## src/rtl/rr_ex_stage.sv

```systemverilog
// rr_ex_stage: register-read stage between the ID/RR and RR/EX pipeline registers.
//
// Holds the 32-entry register file (entry 0 hard-wired to zero) with one write-back
// port and same-cycle write-through bypass on both read ports. Detects load-use
// hazards against the instruction currently in RR/EX and stalls ID/RR. Captures
// operands, destination, decoded fields and control into the RR/EX register, which
// supports hold (downstream freeze) and flush (squash to a bubble).
//
// Ports:
//   clk, reset                     clock, synchronous active-high reset
//   *_id_rr                        decoded fields and control from ID/RR
//   wb_we, wb_addr, wb_data        register-file write-back port
//   hold, flush                    RR/EX freeze and squash requests
//   stall_out                      stall request back to ID/RR
//   *_rr_ex                        RR/EX pipeline register contents
module rr_ex_stage #(
  parameter int unsigned DATA_W   = 32,
  parameter int unsigned NUM_REGS = 32
) (
  input  logic              clk,
  input  logic              reset,
  input  logic [4:0]        rs_id_rr,
  input  logic [4:0]        rt_id_rr,
  input  logic [4:0]        rd_id_rr,
  input  logic [4:0]        shamt_id_rr,
  input  logic [5:0]        funct_id_rr,
  input  logic [DATA_W-1:0] extended_id_rr,
  input  logic              RegDst_id_rr,
  input  logic              jump_id_rr,
  input  logic              MemRead_id_rr,
  input  logic              MemWrite_id_rr,
  input  logic              ALUSrc_id_rr,
  input  logic              MemtoReg_id_rr,
  input  logic              RegWrite_id_rr,
  input  logic [1:0]        ALUOp_id_rr,
  input  logic              wb_we,
  input  logic [4:0]        wb_addr,
  input  logic [DATA_W-1:0] wb_data,
  input  logic              hold,
  input  logic              flush,
  output logic              stall_out,
  output logic [DATA_W-1:0] rs_val_rr_ex,
  output logic [DATA_W-1:0] rt_val_rr_ex,
  output logic [4:0]        rs_rr_ex,
  output logic [4:0]        rt_rr_ex,
  output logic [4:0]        dest_rr_ex,
  output logic [4:0]        shamt_rr_ex,
  output logic [5:0]        funct_rr_ex,
  output logic [DATA_W-1:0] extended_rr_ex,
  output logic              jump_rr_ex,
  output logic              MemRead_rr_ex,
  output logic              MemWrite_rr_ex,
  output logic              ALUSrc_rr_ex,
  output logic              MemtoReg_rr_ex,
  output logic              RegWrite_rr_ex,
  output logic [1:0]        ALUOp_rr_ex
);

  // Control bundle layout: {jump, MemRead, MemWrite, ALUSrc, MemtoReg, RegWrite, ALUOp}
  localparam int unsigned CtrlW = 8;

  logic [DATA_W-1:0] r_regs [NUM_REGS];

  logic [CtrlW-1:0]  r_ctrl;
  logic [DATA_W-1:0] r_rs_val;
  logic [DATA_W-1:0] r_rt_val;
  logic [4:0]        r_rs;
  logic [4:0]        r_rt;
  logic [4:0]        r_dest;
  logic [4:0]        r_shamt;
  logic [5:0]        r_funct;
  logic [DATA_W-1:0] r_ext;

  logic [DATA_W-1:0] w_rs_val;
  logic [DATA_W-1:0] w_rt_val;
  logic [CtrlW-1:0]  w_ctrl_in;
  logic [4:0]        w_dest_in;
  logic              w_load_use;

  // Register file: write-back lands regardless of hold/flush/stall.
  always_ff @(posedge clk) begin
    if (reset) begin
      for (int i = 0; i < NUM_REGS; i++) begin
        r_regs[i] <= '0;
      end
    end else if (wb_we && (wb_addr != 5'd0)) begin
      r_regs[wb_addr] <= wb_data;
    end
  end

  // Reads: zero register, then write-through bypass, then the stored entry.
  always_comb begin
    w_rs_val = r_regs[rs_id_rr];
    if (rs_id_rr == 5'd0) begin
      w_rs_val = '0;
    end else if (wb_we && (wb_addr == rs_id_rr)) begin
      w_rs_val = wb_data;
    end

    w_rt_val = r_regs[rt_id_rr];
    if (rt_id_rr == 5'd0) begin
      w_rt_val = '0;
    end else if (wb_we && (wb_addr == rt_id_rr)) begin
      w_rt_val = wb_data;
    end
  end

  assign w_ctrl_in = {jump_id_rr, MemRead_id_rr, MemWrite_id_rr, ALUSrc_id_rr,
                      MemtoReg_id_rr, RegWrite_id_rr, ALUOp_id_rr};
  assign w_dest_in = RegDst_id_rr ? rd_id_rr : rt_id_rr;

  // rt is compared even for I-type consumers; the occasional false stall is accepted.
  assign w_load_use = r_ctrl[6] && (r_dest != 5'd0) &&
                      ((r_dest == rs_id_rr) || (r_dest == rt_id_rr));

  assign stall_out = (w_load_use || hold) && !flush;

  always_ff @(posedge clk) begin
    if (reset || flush) begin
      r_ctrl   <= '0;
      r_rs_val <= '0;
      r_rt_val <= '0;
      r_rs     <= '0;
      r_rt     <= '0;
      r_dest   <= '0;
      r_shamt  <= '0;
      r_funct  <= '0;
      r_ext    <= '0;
    end else if (!hold) begin
      // A load-use bubble only needs dead control; data fields are don't-care.
      r_ctrl   <= w_load_use ? '0 : w_ctrl_in;
      r_rs_val <= w_rs_val;
      r_rt_val <= w_rt_val;
      r_rs     <= rs_id_rr;
      r_rt     <= rt_id_rr;
      r_dest   <= w_dest_in;
      r_shamt  <= shamt_id_rr;
      r_funct  <= funct_id_rr;
      r_ext    <= extended_id_rr;
    end
  end

  assign rs_val_rr_ex   = r_rs_val;
  assign rt_val_rr_ex   = r_rt_val;
  assign rs_rr_ex       = r_rs;
  assign rt_rr_ex       = r_rt;
  assign dest_rr_ex     = r_dest;
  assign shamt_rr_ex    = r_shamt;
  assign funct_rr_ex    = r_funct;
  assign extended_rr_ex = r_ext;
  assign jump_rr_ex     = r_ctrl[7];
  assign MemRead_rr_ex  = r_ctrl[6];
  assign MemWrite_rr_ex = r_ctrl[5];
  assign ALUSrc_rr_ex   = r_ctrl[4];
  assign MemtoReg_rr_ex = r_ctrl[3];
  assign RegWrite_rr_ex = r_ctrl[2];
  assign ALUOp_rr_ex    = r_ctrl[1:0];

endmodule
```

## config.mk

```make
export PLATFORM = sky130hd
export DESIGN_NAME = rr_ex_stage
export DESIGN_NICKNAME = d
export VERILOG_FILES = /design/src/rtl/rr_ex_stage.sv
export SDC_FILE = /design/constraint.sdc
export NUM_CORES = 2
export LEC_CHECK = 0
export BUFFER_PORTS_ARGS = -buffer_cell sky130_fd_sc_hd__buf_2
export CORE_ASPECT_RATIO = 0.9
export CORE_MARGIN = 2
export CORE_UTILIZATION = 67
export CTS_BUF_LIST = sky130_fd_sc_hd__clkbuf_4
export DETAILED_ROUTE_END_ITERATION = 8
export PLACE_DENSITY = 0.86
export SLEW_MARGIN = 20
export SYNTH_ARGS = -nofsm -noshare
export SYNTH_HDL_FRONTEND = slang
export SYNTH_SLANG_ARGS = --single-unit
```

## constraint.sdc

```tcl
create_clock -name clk -period 5.5 [get_ports clk]
set_input_delay 1.1 -clock clk [delete_from_list [all_inputs] [get_ports clk]]
set_output_delay 1.1 -clock clk [all_outputs]
set_load 0.05 [all_outputs]
```

==> results.toml <==
[clocking]
cts_setup_buffers = 0
clk-insertion-delay-late_ns = 1.18
cts.htree.levels = 5
cts_resized = 0
clock_sinks = 1154
postCtsHoldBufs = 0
cts_tree = "built"
clockRootBuffer = "clkbuf_4"
cts_buffers = 300
clk_path_buf_depth = 4
cts.reportedPaths.clkPinSlew_ns = 0.07

[critical_path]
crit_required_ns = 4.40
crit_buf_inv = 1
slowest_delay_ns = 0.58
cp-start-kind = "flip-flop"
crit_type = "reg2out"
cp.arrival_ns = 2.85
slowest_stage = "or4_1"
path_delay_family = "simple AND/OR/NAND/NOR gates"
critPathMaxFanout = 9
endpoint_kind = "primary output"
path_cells = "or4_1, o221ai_2, a21oi_1, buf_2"

[sta]
max_freq_ghz = 0.253
tns_ns = 0
grt_setup_unrepaired = "no"
finalSetupViolCount = 0
tightest_slew_ns = 1.17
drv_slew = 0
finalHoldViolCount = 0
timing.final.ws_setup_ns = 1.55
fin_crit_ns = 3.95
layout_worst_path_cycle_share_pct = 71.8
fin_worst_skew_ns = 0.0807
max_slew_margin_pct = 21.8

[drt]
final_antenna_net_count = 0
route.detailed.drc = 0
routed_wl_um = 185000
routed_via_density = 7.19
drt_iter0_markers = 6982
num_vias = 41700
first_pass_iters = 9
wl_per_cell_um = 31.9

[synth]
synth-async-reset-ratio_pct = 0
yosys_warnings = 0
ys_seq_elements = 1154
synth_seq_area_share_pct = 57.0
postSynthCellCount = 4212
synth_area_per_cell_um2 = 13.9
synth_flop_cell = "edfxtp_1"
syn_area_um2 = 58600
synth_cell_types = 45
synth-edff-count = 1024
synth_top_area_share_pct = 52.5
yosysTopAreaCell = "edfxtp_1"
synth.area.top_cells = "edfxtp_1 53%, and2_1 11%, mux4_2 9.8%"

[layout]
final_net_count = 4553
drive_gt1_share_pct = 24.6
postLayoutCoreUtil_pct = 74.3
fillerInstances = 5328
design_area_um2 = 64100
area_delta_synth_final_pct = 9.52

[floorplan]
io_pins = 240
die_h_um = 284
die_w_um = 316
core_area_um2 = 86300
row_count = 102
initial_utilization_pct = 67.9
die_area_um2 = 89800

[min_path]
hp-class = "in2reg"

[power_and_ir_drop]
combPwrFrac_pct = 10.9
p_seq_share_pct = 52.1
power.internal_mw = 14.6
power.density_nw_per_um2 = 308
p_total_mw = 19.7
peakVddDrop_uv = 223
swShare_pct = 26.1
clockPowerShare_pct = 37.1
p_leak_nw = 24.3
switching_power_mw = 5.16

[global_route]
grt_pass1_wl_um = 264000
grt_overflow_total = 0
grt_pass1_vias = 40900
grt_usage_pct = 40.9
antenna_found_initial = 17
grt_max_degree = 90

[job]
drv_cap = 0

[placement]
gp_congestion = 0.906
portBuffers = 239
dpl.hpwl_um = 105000
dp_worst_setup_slack_ns = 1.41
dpl_cell_area_um2 = 60400

[status]
outcome = "finished, final reports clean"
-- metrics by stage --
stage               hold slack [ns]  instances
global route                  0.154       5785
floorplan                     0.746       4243
finish                        0.191       5791
global placement              0.443       5284
CTS                           0.127       5777
detailed placement            0.452       5284
-- layer usage --
metal | share of wire, % | global-route usage, %
met1 | 33 | 52.6
met2 | 43 | 58.3
met3 | 17 | 16.4
met4 | 6.5 | 25.3
met5 | 0.11 | 1.03
-- sequential cells by signal, indices dropped and copies added, names as in the netlist --
register	flops
r_regs	1024
extended_rr_ex	32
rs_val_rr_ex	32
rt_val_rr_ex	32
r_ctrl	8
funct_rr_ex	6
dest_rr_ex	5
rs_rr_ex	5
rt_rr_ex	5
shamt_rr_ex	5
-- cell usage after synthesis, types with 3 or more instances --
cell and count:
or3_1 3, edfxtp_1 1024, and2_1 992, buf_1 3
o22ai_1 128, nand3b_1 7, xnor2_1 12, a22oi_1 256
a221o_1 64, nor2_1 97, buf_2 112, mux4_2 256
nor4b_4 3, dfxtp_1 130, a21oi_1 6, buf_6 7
nand4_1 65, and4bb_2 6, clkbuf_1 287, nand3_1 7
nor4_1 65, or2_2 32, and4b_1 4, buf_4 35
or4_1 3, xor2_1 8, mux2i_1 570, a32o_1 8
-- worst register-to-register path, cell delays in order (launching register included) --
cell and delay [ns]:
edfxtp_1 0.36, mux2i_1 0.09, a22oi_1 0.28, nand4_1 0.62, nor4_1 0.40, a221o_1 0.15
-- final timing paths --
| kind | depth (start not counted) | from | to | slack [ns] |
|---|---|---|---|---|
| hold reg to reg | 1 | r_ctrl[1] | r_ctrl[1] | 0.46 |
| setup reg to reg | 5 | r_regs[14][18] | rs_val_rr_ex[18] | 3.53 |
| hold / removal | 2 | ALUOp_id_rr[1] | r_ctrl[1] | 0.19 |
| setup / recovery | 4 | dest_rr_ex[0] | stall_out | 1.55 |
-- power groups by stage --
| stage | combinational, mW | clock (mW) | sequential [mW] |
|---|---|---|---|
| after CTS | 2.07 | 7.31 | 10.3 |
| after global routing | 2.20 | 7.74 | 10.3 |
| final | 2.15 | 7.32 | 10.3 |
| after floorplan | 1.27 | 0 | 10.5 |
| after global placement | 2.02 | 0 | 10.4 |
| after detailed placement | 2.06 | 0 | 10.4 |
-- cell usage in the layout, fill, tap and decap left out, types with 32 or more instances in the layout --
cell type / n
buf_4: 90
a221o_1: 64
mux2i_1: 570
buf_2: 234
conb_1: 32
edfxtp_1: 1024
a22oi_1: 256
nor2_1: 64
clkinv_1: 39
clkbuf_4: 439
nor4_1: 65
mux4_2: 256
and2_1: 992
dfxtp_1: 130
o22ai_1: 128
nand4_1: 65
-- final cells by class --
type / instances / area (um2) / share of cell area, %
sequential: 1154 / 33400 / 52.0
multi-input combinational: 2644 / 23500 / 36.6
clock buffer: 439 / 3300 / 5.14
timing repair buffer: 343 / 2210 / 3.45
tap: 1144 / 1430 / 2.23
clock inverter: 54 / 315 / 0.492
antenna: 12 / 30.0 / 0.0468
inverter: 1 / 3.75 / 0.00585
-- logic make-up after synthesis --
logic type / after synthesis / synth area share, %
AND/OR/NAND/NOR: 1299 / 13.7
AO/OA/AOI/OAI: 467 / 6.01
flip-flops: 1154 / 57.0
multiplexers: 826 / 19.6
buffers and inverters: 445 / 3.41
XOR/XNOR: 20 / 0.299
other: 1 / 0.00640
Power figures use the tool's default switching activity.
